[src/rtl/lcd_pkg.sv]
// Shared definitions for the 8-bit parallel LCD bus: display geometry,
// instruction bit positions and the responder state encoding.
`timescale 1ns/1ps
package lcd_pkg;

  localparam int LCD_COLS = 16;
  localparam int LCD_ROWS = 2;
  localparam int ADDR_W   = 5;
  localparam int CELLS    = LCD_COLS * LCD_ROWS;
  localparam int BUS_W    = 8;

  localparam int CLEAR_BIT = 0;
  localparam int HOME_BIT  = 1;
  localparam int ENTRY_BIT = 2;
  localparam int DDRAM_BIT = 7;

  typedef enum logic [1:0] {
    IDLE  = 2'd0,
    BUSY  = 2'd1,
    CLEAR = 2'd2
  } state_t;

  typedef enum logic [2:0] {
    OP_NOP,
    OP_CLEAR,
    OP_HOME,
    OP_ENTRY,
    OP_DDRAM
  } instr_op_t;

  // Highest set bit selects the instruction; bits 6..3 are accepted but inert.
  function automatic instr_op_t decode_instr(input logic [BUS_W-1:0] d);
    if (d[DDRAM_BIT])                      return OP_DDRAM;
    else if (|d[DDRAM_BIT-1:ENTRY_BIT+1])  return OP_NOP;
    else if (d[ENTRY_BIT])                 return OP_ENTRY;
    else if (d[HOME_BIT])                  return OP_HOME;
    else if (d[CLEAR_BIT])                 return OP_CLEAR;
    else                                   return OP_NOP;
  endfunction

endpackage

[src/rtl/lcd_strobe_sync.sv]
// Brings the asynchronous LCD bus into the clk domain and emits a one-cycle
// strobe on each enable falling edge that followed a wide-enough high pulse.
`timescale 1ns/1ps
module lcd_strobe_sync
  import lcd_pkg::*;
#(
  parameter int SYNC_STAGES   = 2,
  parameter int MIN_EN_CYCLES = 3
) (
  input  logic             clk,
  input  logic             reset_n,
  input  logic [BUS_W-1:0] lcd_data,
  input  logic             lcd_sel,
  input  logic             lcd_en,
  output logic             strobe,
  output logic [BUS_W-1:0] data,
  output logic             sel
);

  localparam int LINE_W = BUS_W + 2;
  localparam int CNT_W  = $clog2(MIN_EN_CYCLES + 1);

  logic [SYNC_STAGES-1:0][LINE_W-1:0] bus_sync;
  logic [LINE_W-1:0]                  bus_s;
  logic                               en_s;
  logic                               en_prev;
  logic [CNT_W-1:0]                   width_cnt;
  logic                               width_ok;

  // All three lines share one chain so data and select stay aligned with enable.
  // NOTE: sequential state uses non-blocking assignments so every flop samples
  // the pre-edge value of its neighbour; blocking here would collapse the chain.
  always_ff @(posedge clk or negedge reset_n) begin
    if (!reset_n) begin
      bus_sync <= '0;
      en_prev  <= 1'b0;
    end else begin
      bus_sync <= {bus_sync[SYNC_STAGES-2:0], {lcd_en, lcd_sel, lcd_data}};
      en_prev  <= en_s;
    end
  end

  assign bus_s = bus_sync[SYNC_STAGES-1];
  assign en_s  = bus_s[LINE_W-1];

  always_ff @(posedge clk or negedge reset_n) begin
    if (!reset_n) begin
      width_cnt <= '0;
    end else if (!en_s) begin
      width_cnt <= '0;
    end else if (!width_ok) begin
      width_cnt <= width_cnt + CNT_W'(1);
    end
  end

  assign width_ok = (width_cnt == CNT_W'(MIN_EN_CYCLES));

  // The counter still holds the high-pulse width in the cycle enable drops.
  assign strobe = en_prev && !en_s && width_ok;
  assign sel    = bus_s[BUS_W];
  assign data   = bus_s[BUS_W-1:0];

endmodule

[src/rtl/lcd_bus_responder.sv]
// LCD-side responder: turns captured bus transfers into a 2x16 display-RAM
// write stream with valid/ready handshake and emulated controller busy time.
`timescale 1ns/1ps
module lcd_bus_responder
  import lcd_pkg::*;
#(
  parameter int         SYNC_STAGES   = 2,
  parameter int         MIN_EN_CYCLES = 3,
  parameter int         BUSY_CYCLES   = 480,
  parameter logic [7:0] CLEAR_FILL    = 8'h20
) (
  input  logic              clk_i,
  input  logic              reset_n_i,
  input  logic [BUS_W-1:0]  lcd_data_i,
  input  logic              lcd_reset_i,
  input  logic              lcd_enable_i,
  output logic              wr_valid_o,
  input  logic              wr_ready_i,
  output logic [ADDR_W-1:0] wr_addr_o,
  output logic [BUS_W-1:0]  wr_data_o,
  output logic              busy_o,
  output logic              overrun_o,
  output logic [ADDR_W-1:0] cursor_o,
  output logic [15:0]       xfer_count_o
);

  localparam int BCNT_W = $clog2(BUSY_CYCLES + 1);
  localparam logic [BCNT_W-1:0] BUSY_LOAD = BCNT_W'(BUSY_CYCLES - 1);
  localparam logic [ADDR_W-1:0] LAST_CELL = ADDR_W'(CELLS - 1);

  logic             strobe;
  logic [BUS_W-1:0] s_data;
  logic             s_sel;

  state_t              state_q, state_d;
  instr_op_t           op;
  logic                accept, drop, hs, busy_done, clear_last;
  logic [BCNT_W-1:0]   busy_cnt_q;
  logic [ADDR_W-1:0]   cursor_q;
  logic                incr_q;
  logic                wr_valid_q;
  logic [ADDR_W-1:0]   wr_addr_q;
  logic [BUS_W-1:0]    wr_data_q;
  logic                overrun_q;
  logic [15:0]         xfer_q;

  lcd_strobe_sync #(
    .SYNC_STAGES  (SYNC_STAGES),
    .MIN_EN_CYCLES(MIN_EN_CYCLES)
  ) u_sync (
    .clk     (clk_i),
    .reset_n (reset_n_i),
    .lcd_data(lcd_data_i),
    .lcd_sel (lcd_reset_i),
    .lcd_en  (lcd_enable_i),
    .strobe  (strobe),
    .data    (s_data),
    .sel     (s_sel)
  );

  // A strobe arriving while a write is still visible is dropped, even if that
  // write completes its handshake in the same cycle.
  assign op         = decode_instr(s_data);
  assign accept     = strobe && (state_q == IDLE) && !wr_valid_q;
  assign drop       = strobe && !accept;
  assign hs         = wr_valid_q && wr_ready_i;
  assign busy_done  = (busy_cnt_q == '0);
  assign clear_last = hs && (wr_addr_q == LAST_CELL);

  always_ff @(posedge clk_i or negedge reset_n_i) begin
    if (!reset_n_i) state_q <= IDLE;
    else            state_q <= state_d;
  end

  // NOTE: every always_comb output gets a default first so no path leaves it
  // unassigned; a missing default would infer a latch.
  always_comb begin
    state_d = state_q;
    unique case (state_q)
      IDLE:  if (accept) state_d = (!s_sel && op == OP_CLEAR) ? CLEAR : BUSY;
      BUSY:  if (busy_done && !wr_valid_q) state_d = IDLE;
      CLEAR: if (clear_last) state_d = BUSY;
      default: state_d = IDLE;
    endcase
  end

  always_comb begin
    busy_o = (state_q != IDLE) || wr_valid_q;
  end

  always_ff @(posedge clk_i or negedge reset_n_i) begin
    if (!reset_n_i) begin
      busy_cnt_q <= '0;
      cursor_q   <= '0;
      incr_q     <= 1'b1;
      wr_valid_q <= 1'b0;
      wr_addr_q  <= '0;
      wr_data_q  <= '0;
      overrun_q  <= 1'b0;
      xfer_q     <= '0;
    end else begin
      overrun_q <= drop;
      if (accept) begin
        busy_cnt_q <= BUSY_LOAD;
        if (xfer_q != 16'hFFFF) xfer_q <= xfer_q + 16'd1;
        if (s_sel) begin
          wr_valid_q <= 1'b1;
          wr_addr_q  <= cursor_q;
          wr_data_q  <= s_data;
          cursor_q   <= incr_q ? cursor_q + ADDR_W'(1) : cursor_q - ADDR_W'(1);
        end else begin
          unique case (op)
            OP_DDRAM: cursor_q <= {s_data[6], s_data[3:0]};
            OP_ENTRY: incr_q   <= s_data[1];
            OP_HOME:  cursor_q <= '0;
            OP_CLEAR: begin
              wr_valid_q <= 1'b1;
              wr_addr_q  <= '0;
              wr_data_q  <= CLEAR_FILL;
            end
            default: ;
          endcase
        end
      end else if (state_q == CLEAR) begin
        if (clear_last) begin
          wr_valid_q <= 1'b0;
          cursor_q   <= '0;
          incr_q     <= 1'b1;
          busy_cnt_q <= BUSY_LOAD;
        end else if (hs) begin
          wr_addr_q <= wr_addr_q + ADDR_W'(1);
        end
      end else begin
        if (hs) wr_valid_q <= 1'b0;
        if (state_q == BUSY && !busy_done) busy_cnt_q <= busy_cnt_q - BCNT_W'(1);
      end
    end
  end

  assign wr_valid_o   = wr_valid_q;
  assign wr_addr_o    = wr_addr_q;
  assign wr_data_o    = wr_data_q;
  assign overrun_o    = overrun_q;
  assign cursor_o     = cursor_q;
  assign xfer_count_o = xfer_q;

endmodule

[config.mk]
export PLATFORM = sky130hd
export DESIGN_NAME = lcd_bus_responder
export DESIGN_NICKNAME = d
export VERILOG_FILES = /design/src/rtl/lcd_pkg.sv /design/src/rtl/lcd_strobe_sync.sv /design/src/rtl/lcd_bus_responder.sv
export SDC_FILE = /design/constraint.sdc
export NUM_CORES = 1
export LEC_CHECK = 0
export CORE_MARGIN = 3
export CORE_UTILIZATION = 48
export DETAILED_ROUTE_END_ITERATION = 8
export PLACE_DENSITY = 0.74
export SLEW_MARGIN = 20
export SYNTH_ARGS = -nofsm -noshare
export SYNTH_HDL_FRONTEND = slang
export SYNTH_SLANG_ARGS = --single-unit
[constraint.sdc]
create_clock -name clk_i -period 1.9 [get_ports clk_i]
set_input_delay 0.285 -clock clk_i [delete_from_list [all_inputs] [get_ports clk_i]]
set_output_delay 0.285 -clock clk_i [all_outputs]
set_load 0.01 [all_outputs]
* Yosys cells after proc, flatten, opt, wreduce, memory -nomap -nowiden
Index checks and enable logic that the tools add are counted.
** Storage, ports and cells
- Register bits after elaboration :: 71
- Input bits :: 13
- Output and inout port bits :: 37
- Word-level logic and storage cells :: 113
** Cells by class
- Reductions and logical operators :: 34
- Add/subtract/negate cells :: 6
- Equality and inequality tests :: 19
- Mux-type cells :: 41
** Operators by type and width (number)
- 2-to-1 mux 5 bit :: 11
- 2-to-1 mux 9 bit :: 4
- 2-to-1 mux 2 bit :: 9
- adder 16 x 1 -> 16 bit (second input constant) :: 1
- 2-to-1 mux 8 bit :: 2
- != test 16 bit (second input constant) :: 1
- 2-to-1 mux 1 bit :: 12
- != test 2 bit (second input constant) :: 6
- adder 5 x 1 -> 5 bit (second input constant) :: 2
- logical AND 1 bit :: 10
- one-hot mux 5 bit (2 select lines) :: 1
- nonzero test 2 bit :: 5
- zero test 9 bit :: 1
- AND reduction 3 bit :: 3
- subtractor 9 x 1 -> 9 bit (second input constant) :: 1
- AND reduction 4 bit :: 2
- == test 3 x 2 -> 1 bit (second input constant) :: 2
- one-hot mux 2 bit (3 select lines) :: 1
- AND reduction 2 bit :: 3
- nonzero test 3 bit :: 2
- == test 5 bit (second input constant) :: 1
- zero test 1 bit :: 5
- subtractor 5 x 1 -> 5 bit (second input constant) :: 1
- == test 2 bit (second input constant) :: 2
- 12 further kinds :: 12

* Longest topological paths before layout
Gate-level depths: netlist of the first run.
- Word-level depth :: 10
- Mapped depth :: 8
- Mapped depth without buffers :: 7

* Cells and area by module
From an unflattened synthesis of the first run, not the netlist that was laid out.
** Unflattened totals
- Cells, all modules :: 283
- Area, all modules :: 3238.1 µm²
** Modules (own cells, without submodules)
- lcd_bus_responder :: cells each 245, area each 2551.2 µm², sequential area each 1202.4 µm², instances 1
- lcd_strobe_sync :: cells each 38, area each 686.9 µm², sequential area each 575.6 µm², instances 1

* Least setup slack after synthesis of the first run
No wires, ideal clock.
- Path kind :: reg2reg
- Start point :: reg busy_cnt_q[0]
- End point :: reg busy_cnt_q[7]
- Cell stages (with the launch flop) :: 8
- Path buffers :: 1
- Clock period less this slack :: 2030 ps
- Data required time :: 1758 ps
- Arrival time :: 1888 ps
- Setup time :: 142 ps
- Slack :: -130 ps
- Cells stage by stage :: dfrtp_1 -> inv_1 -> ha_1 -> or4b_2 -> o21a_1 -> buf_2 -> a311oi_1 -> o21ai_0
** Between the ends
- Word-level cells in the longest chain between the ends :: 5
- Elaborated cells on any way between the ends :: 9
- Those cells by class :: add/sub: 1; mux: 3; reduce/logical: 5
** RTL lines
- from (decl) :: line lcd_bus_responder.sv:38 : logic [BCNT_W-1:0] busy_cnt_q;
- from (signal assigned) :: line lcd_bus_responder.sv:135 : if (state_q == BUSY && !busy_done) busy_cnt_q <= busy_cnt_q - BCNT_W'(1);
- parallel branches: the longest is 5 deep, another holds subtractor 9 x 1 -> 9 bit
Several ways; the timed one is not identified. The select of a mux whose other input is x is not followed.
A chain may end at the register's enable or synchronous reset.

* Worst setup path in the final report of the first run
- Start point :: reg state_q[0]
- End point :: out busy_o
** Between the ends
- Word-level cells in the longest chain between the ends :: 2
** RTL lines
- from (decl) :: line lcd_bus_responder.sv:35 : state_t state_q, state_d;
- from (signal assigned) :: line lcd_bus_responder.sv:72 : else state_q <= state_d;
- nonzero test 2 bit :: line lcd_bus_responder.sv:88 : busy_o = (state_q != IDLE) || wr_valid_q;
- logical OR 1 bit :: line lcd_bus_responder.sv:88
- to (decl) :: line lcd_bus_responder.sv:21 : output logic busy_o,
No other way between the ends.

==> results by group, run 1 <==
Global route
  • Total track usage: 20.0%
  • Number of global-route vias before repair: 2655
  • Initial antenna violation count: 0
  • Largest net degree at the start of global routing: 72
  • First-pass GRT wire length: 12000 um
  • Gr ovfl total: 0

Logic synthesis
  • YS warnings: 0
  • Yosys reg bits: 71
  • Mapped Cells: 285
  • Synthesized area per cell: 11.4 um2
  • Sequential fraction of the synthesis area: 54.5%
  • Synthesized Nets: 307
  • Post-synth ARST share: 100%
  • Number of flops mapped to enable cells by yosys: 0
  • Main synth FF type: dfrtp_1
  • Synthesized cell area: 3260 um2
  • Distinct cell type count after synthesis: 56

Floorplanning
  • Die area: 7820 um2
  • Initial Util: 50.5%
  • Top Ports: 50
  • Core ar.: 6460 um2
  • DIE WIDTH: 88.4 um
  • Cell Rows: 29
  • Die Span Y: 88.4 um

Clock network
  • H-tree levels: 3
  • Clock Latency Late Sink: 0.34 ns
  • Max clock buf depth: 2
  • Clk slew on worst S/H paths: 0.08 ns
  • Clock Sinks: 71
  • TritonCTS clock tree: done
  • Root Buffer: clkbuf_8
  • CTS buffer count: 9

Timing
  • Final period util: 97.9%
  • RSZ-0062 raised after global routing: true
  • Clock period minus worst slack: 1.86 ns
  • F_max: 0.538 GHz
  • Final setup violation count: 0
  • Worst slew pin tran: 0.447 ns
  • Final Hold Vio Count: 0
  • Final setup TNS: 0 ns
  • Slew HR: 70.2%
  • Slew Viols, Final: 0
  • Final Skew: 0.00238 ns

Flow run
  • Max Cap Viol: 0

Placed design
  • Post-DP Area: 4070 um2
  • Routability congestion estimate: 0.857
  • Port bufs: 49
  • Final HPWL DP: 5000 um

Final layout
  • Antenna diode count: 0
  • Area Overhead vs Synth: 34.5%
  • Utilization after layout: 67.9%
  • Final Cell Area: 4390 um2
  • NumNets Final: 397
  • Share of cells above drive strength 1: 21.8%
  • Commonest cells after routing, fill and taps aside: dfrtp_1, clkdlybuf4s50_1, buf_4, nand2_1, nand3_1
  • Fill cell count: 500
  • Commonest non-fill, non-tap cell in the layout: dfrtp_1

Critical path
  • Arrival @ worst endpoint: 1.57 ns
  • CP Capture Type: primary output
  • CP peak stage delay: 0.41 ns
  • Startpoint class of the critical path: flop
  • Max stage delay cell, worst path: or3_4
  • Critical path cell sequence: or3_4, buf_6, dlygate4sd2_1
  • Crit Path Category: reg -> out
  • Worst EP required: 1.62 ns
  • CP Max Fanout: 7

Drt
  • Routed wire length: 7120 um
  • Max layer used: met4
  • Detailed-route via count: 2624
  • Routed length per instance: 15.6 um
  • Met1 WL: 3180 um
  • Via density: 5.74
  • Final ANT Viol Nets: 0
  • Met3 Wirelength: 329 um
  • # DRC: 0
  • Iter 0 DRT Violations: 155
  • First-pass detailed-route iteration total: 6
  • Routed met2 length: 3520 um

Pwr
  • Static Leak: 1.83 nW
  • Cell Pwr Density: 1150 nW/um2
  • Tot Pwr: 0.00505 W
  • Peak VDD IR: 0.000637 V

Outcome
  • Status: finished clean

Min path
  • Hold Crit Class: reg -> reg
[synthesized netlist by cell type, drive strengths merged (2+ instances only)]
| cell type | count | area, um2 |
|---|---|---|
| a2111oi | 2 | 30.0 |
| a211oi | 6 | 45.0 |
| a21oi | 14 | 73.8 |
| a22o | 8 | 70.1 |
| a2bb2oi | 2 | 17.5 |
| a31oi | 2 | 12.5 |
| and3 | 3 | 18.8 |
| buf | 3 | 27.5 |
| clkbuf | 4 | 15.0 |
| dfrtp | 70 | 1750 |
| ha | 8 | 100 |
| inv | 9 | 33.8 |
| mux2 | 6 | 67.6 |
| mux2i | 5 | 50.1 |
| nand2 | 22 | 82.6 |
| nand2b | 3 | 18.8 |
| nand3 | 14 | 70.1 |
| nand3b | 2 | 15.0 |
| nand4 | 6 | 37.5 |
| nand4b | 4 | 35.0 |
| nor2 | 11 | 41.3 |
| nor2b | 6 | 37.5 |
| nor3 | 8 | 45.0 |
| nor4 | 4 | 55.1 |
| o21a | 2 | 15.0 |
| o21ai | 14 | 70.1 |
| o22ai | 3 | 18.8 |
| o31ai | 4 | 30.0 |
| o32a | 2 | 20.0 |
| or4 | 4 | 30.0 |
| xnor2 | 10 | 87.6 |
| xor2 | 5 | 43.8 |
[worst max-delay path, delay by kind of cell, from the launching register on]
kind / cells / cell delay (ns)
flops: 1 / 0.39
buf+inv: 2 / 0.43
simple gates: 1 / 0.41
[stage by stage]
step                hold slack, ns  worst slack, ns  cells
finish                       0.350           0.0407    457
global route                 0.355          -0.0189    457
detailed placement           0.335         -0.00453    435
floorplan                  -0.0106          0.00853    285
CTS                          0.351          0.00231    453
global placement             0.331           0.0697    435
[logic make-up after synthesis]
logic type      after synthesis  share of synthesized area (%)
simple gates                 94                           17.0
flops                        71                           54.5
compound gates               68                           14.7
buf+inv                      17                           2.45
xor+xnor                     15                           4.03
mux                          11                           3.61
fa+ha+maj                     9                           3.68
[where the power goes]
part | switching (W) | internal (W)
Clock | 0.000587 | 0.000648
Sequential | 0.000248 | 0.00177
Combinational | 0.000801 | 0.000998
[worst paths after layout]
path	start	to	slack, ns	cells past startpoint
min	u_sync.bus_sync[6]	u_sync.bus_s[6]	0.35	0
min reg2reg	u_sync.bus_sync[6]	u_sync.bus_s[6]	0.35	0
min in group asynchronous	reset_n_i	xfer_count_o[8]	0.49	3
max in group asynchronous	reset_n_i	incr_q	1.08	3
max	state_q[0]	busy_o	0.04	3
max reg2reg	state_q[0]	xfer_count_o[10]	0.06	5
[sequential cells by signal, indices dropped and copies added, names as in the netlist]
register and cells:
xfer_count_o 16, u_sync.bus_s 10, u_sync.bus_sync 10, busy_cnt_q 9
wr_data_o 8, cursor_o 5, wr_addr_o 5, state_q 2
u_sync.width_cnt 2, incr_q 1, overrun_o 1, u_sync.en_prev 1
wr_valid_o 1
[per-layer routing]
metal	vias to the layer above	track usage, %
met1	1292	25.6
met2	79	32.1
met3	8	5.59
met4	0	8.65
met5	-	0
li1	1245	-
[timing repair]
item	4_1_cts	5_1_grt
hold buffers	1	0
pin swaps	1	2
cloned	0	1
buffers inserted	1	3
setup endpoints to repair	3	24
gates resized for setup	2	15
hold endpoints to repair	70	0
[layout make-up]
cell class | count | area, um2 | share of cell area (%)
flip-flops and latches | 71 | 1780 | 40.5
multi-input cells | 198 | 1490 | 34.0
repair buffers | 85 | 777 | 17.7
clock buffers | 10 | 138 | 3.14
inverters | 10 | 37.5 | 0.856
clock inverters | 6 | 67.6 | 1.54
well taps | 77 | 96.3 | 2.20
Note: power is estimated with default switching activity, not from simulation.
==> inputs of run 2 (changes only) <==
Settings changed: SYNTH_HIERARCHICAL set to 1.
==> run 2 against run 1 <==
  * The flow now finishes with violations (setup timing)
  * Sequential share of layout area is 2.1 points lower
  * Power is 5.6% lower
  * Clock skew is 0.0075 ns higher
  * Critical endpoint is now xfer_count_o[1]
==> results by group, run 2 <==
Clock network
  • Clock Sinks: 71 (unchanged)
  • Clk slew on worst S/H paths: 0.07 ns (about the same)
  • Max clock buf depth: 2 (unchanged)
  • Clock Latency Late Sink: 0.35 ns (about the same)
  • H-tree levels: 3 (unchanged)
  • Root Buffer: clkbuf_8
  • CTS buffer count: 9 (unchanged)
  • TritonCTS clock tree: done

Min path
  • Start point of the worst hold path: u_sync/bus_sync[2]
  • Hold Crit Class: reg -> reg

Flow run
  • Max Cap Viol: 0 (unchanged)

Logic synthesis
  • Largest cells by area after synthesis: dfrtp_1, nand2_1, xnor2_1
  • Synth top cells by count: dfrtp_1, nand2_1, a21oi_1
  • Most common cell in the netlist: dfrtp_1
  • Sequential fraction of the synthesis area: 54.9% (+0.40 points)
  • Mapped Cells: 283 (-0.70%)
  • Number of flops mapped to enable cells by yosys: 0 (unchanged)
  • Distinct cell type count after synthesis: 54 (-3.6%)
  • Post-synth ARST share: 100% (unchanged)
  • Synthesized area per cell: 11.4 um2 (about the same)
  • Synth area leader: dfrtp_1
  • Top-area cell type share of the netlist area: 54.1% (+0.39 points)
  • Main synth FF type: dfrtp_1
  • YS warnings: 6 (+6)
  • Yosys reg bits: 71 (unchanged)
  • Synthesized cell area: 3240 um2 (-0.73%)
  • Synthesized Nets: 305 (-0.65%)

Critical path
  • CP peak stage delay: 0.55 ns (+0.14 ns)
  • Reg2reg start: u_sync/width_cnt[1]
  • CP Capture Type: flop
  • Crit Path Category: reg -> reg
  • Crit path from: u_sync/width_cnt[1]
  • Arrival @ worst endpoint: 2.27 ns (+0.70 ns)
  • CP Max Fanout: 7 (unchanged)
  • Critical path cell sequence: ha_2, nand2_2, nor2_4, or4b_4, a41oi_4, mux2_4
  • Max stage delay cell, worst path: or4b_4
  • Worst EP required: 2.13 ns (+0.51 ns)
  • Startpoint class of the critical path: flop

Pwr
  • Cell Pwr Density: 1030 nW/um2 (-11%)
  • Clock network fraction of design power: 22.9% (-1.6 points)
  • Switching part of the total: 32.1% (-0.28 points)
  • Register share of total power: 42.5% (+2.6 points)
  • Net load switching power: 0.00153 W (-6.4%)
  • P_int: 0.00324 W (-5.2%)
  • Tot Pwr: 0.00477 W (-5.6%)
  • Peak VDD IR: 0.000653 V (+2.6%)
  • Static Leak: 2.04 nW (+12%)
  • Logic pwr share: 34.5% (-1.1 points)

Timing
  • Final setup TNS: -1.85 ns (-1.85 ns)
  • F_max: 0.489 GHz (-9.1%)
  • RSZ-0062 raised after global routing: true
  • Clock period minus worst slack: 2.05 ns (+0.186 ns)
  • Slew Viols, Final: 0 (unchanged)
  • Final period util: 108% (+9.8 points)
  • Final setup violation count: 26 (+26)
  • Worst slew pin tran: 0.427 ns (-0.0199 ns)
  • Final worst slack: -0.145 ns (-0.186 ns)
  • Final Hold Vio Count: 0 (unchanged)
  • Slew HR: 71.1% (+0.95 points)
  • Final Skew: 0.00986 ns (+0.00748 ns)

Drt
  • Via density: 5.56 (-3.1%)
  • Routed length per instance: 16.5 um (+6.2%)
  • # DRC: 0 (unchanged)
  • Iter 0 DRT Violations: 120 (-23%)
  • Detailed-route via count: 2587 (-1.4%)
  • Routed wire length: 7690 um (+8.0%)
  • Final ANT Viol Nets: 0 (unchanged)
  • First-pass detailed-route iteration total: 4 (-2)

Global route
  • Total track usage: 20.6% (+0.56 points)
  • Largest net degree at the start of global routing: 72 (unchanged)
  • First-pass GRT wire length: 12300 um (+2.5%)
  • Gr ovfl total: 0 (unchanged)
  • Initial antenna violation count: 0 (unchanged)
  • Number of global-route vias before repair: 2538 (-4.4%)

Final layout
  • Area Overhead vs Synth: 43.3%
  • Share of cells above drive strength 1: 32.5% (+11 points)
  • Non-Filler Instances: 465 (+1.8%)
  • Commonest non-fill, non-tap cell in the layout: dfrtp_1
  • NumNets Final: 405 (+2.0%)
  • Fill cell count: 478 (-4.4%)
  • Commonest cells after routing, fill and taps aside: dfrtp_1, clkdlybuf4s50_1, buf_4, nand2_1, xnor2_1
  • Utilization after layout: 71.8% (+3.9 points)
  • Max reg flops: 16 (unchanged)
  • Antenna diode count: 0 (unchanged)

Placed design
  • Routability congestion estimate: 0.823 (-3.9%)
  • Final HPWL DP: 4780 um (-4.3%)
  • Port bufs: 49 (unchanged)
  • Pre-CTS setup slack: -0.253 ns (-0.249 ns)
  • Placed cell count: 435 (unchanged)

Floorplanning
  • Die Span Y: 88.1 um (-0.34%)
  • Top Ports: 50 (unchanged)
  • Core ar.: 6460 um2 (unchanged)
  • DIE WIDTH: 88.1 um (-0.34%)
  • Initial Util: 50.1% (-0.37 points)
  • Cell Rows: 29 (unchanged)
  • Die area: 7770 um2 (-0.68%)

Outcome
  • Violated checks: setup timing
  • Status: finished, violations left
-- run 2: changes by cell type in the layout (fill, tap and decap cells not counted), moves of 5 or more --
cell	delta
buf_4	+11
buf_6	+7
nand3_1	-7
o21ai_0	-7
a211oi_1	-6
mux2_2	-5
-- run 2: area by class of cell --
class / count / area, um2 / share of cell area (%)
clock buffer: 13 / 159 / 3.43
clock inverter: 3 / 17.5 / 0.378
inverter: 6 / 22.5 / 0.485
multi-input combinational: 191 / 1600 / 34.5
sequential: 71 / 1780 / 38.4
tap: 77 / 96.3 / 2.08
timing repair buffer: 104 / 960 / 20.7
-- run 2: path summary, 6_finish.rpt --
check / cells after the start / slack (ns) / end
max: 6 / -0.15 / xfer_count_o[1]
min: 0 / 0.35 / u_sync/bus_s[2]
max reg2reg: 6 / -0.15 / xfer_count_o[1]
min reg2reg: 0 / 0.35 / u_sync/bus_s[2]
max in group asynchronous: 3 / 1.10 / incr_q
min in group asynchronous: 3 / 0.48 / wr_addr_o[3]
-- run 2: kinds of logic (layout without fill, tap and decap cells) --
family | Yosys count | in the layout | share of synthesized area [%]
multiplexers | 8 | 8 | 2.63
AND/OR/NAND/NOR | 97 | 97 | 16.8
AO/OA/AOI/OAI | 57 | 57 | 12.5
adder cells (fa/ha/maj) | 9 | 9 | 3.71
XOR/XNOR | 20 | 20 | 5.41
flip-flops | 71 | 71 | 54.9
buffers and inverters | 21 | 126 | 4.02
-- run 2: timing repair --
action,4_1_cts,5_1_grt
gates cloned,0,1
endpoints found under the hold margin,70,0
hold buffers,1,0
setup buffers,6,8
endpoints found under the setup margin,42,43
pin swaps,27,24
resized for setup,32,29
-- run 2: metal layers --
layer	wire, um	up-vias	global-route usage, %
met2	3750	70	31.6
met1	3450	1295	28.2
li1	-	1209	-
met4	114	0	8.10
met3	371	13	5.27
met5	0	-	0
-- run 2: metrics by stage --
step,hold WS [ns],cell area (um2)
after floorplan,-0.0106,3330
after global placement,0.332,4120
after detailed placement,0.335,4120
after CTS,0.351,4470
after global routing,0.361,4640
final,0.350,4640
-- run 2: critical path: cells and delay by family, from the launching register on --
family | cells | cell delay (ns)
mux | 1 | 0.33
fa+ha+maj | 1 | 0.19
flops | 1 | 0.35
compound gates | 1 | 0.33
simple gates | 3 | 0.73
-- run 2: power by group through the flow --
stage               logic (W)  clock network (W)  registers, W
CTS                   0.00153            0.00110       0.00201
detailed placement    0.00147                  0       0.00203
global placement      0.00143                  0       0.00202
global route          0.00181            0.00119       0.00207
floorplan            0.000761                  0       0.00205
finish                0.00165            0.00109       0.00203
==> inputs of run 3 (changes only) <==
Settings changed: CTS_CLUSTER_SIZE set to 16.
==> results of run 3 <==
No change in the layout: final DEF, timing and power equal those of run 2.
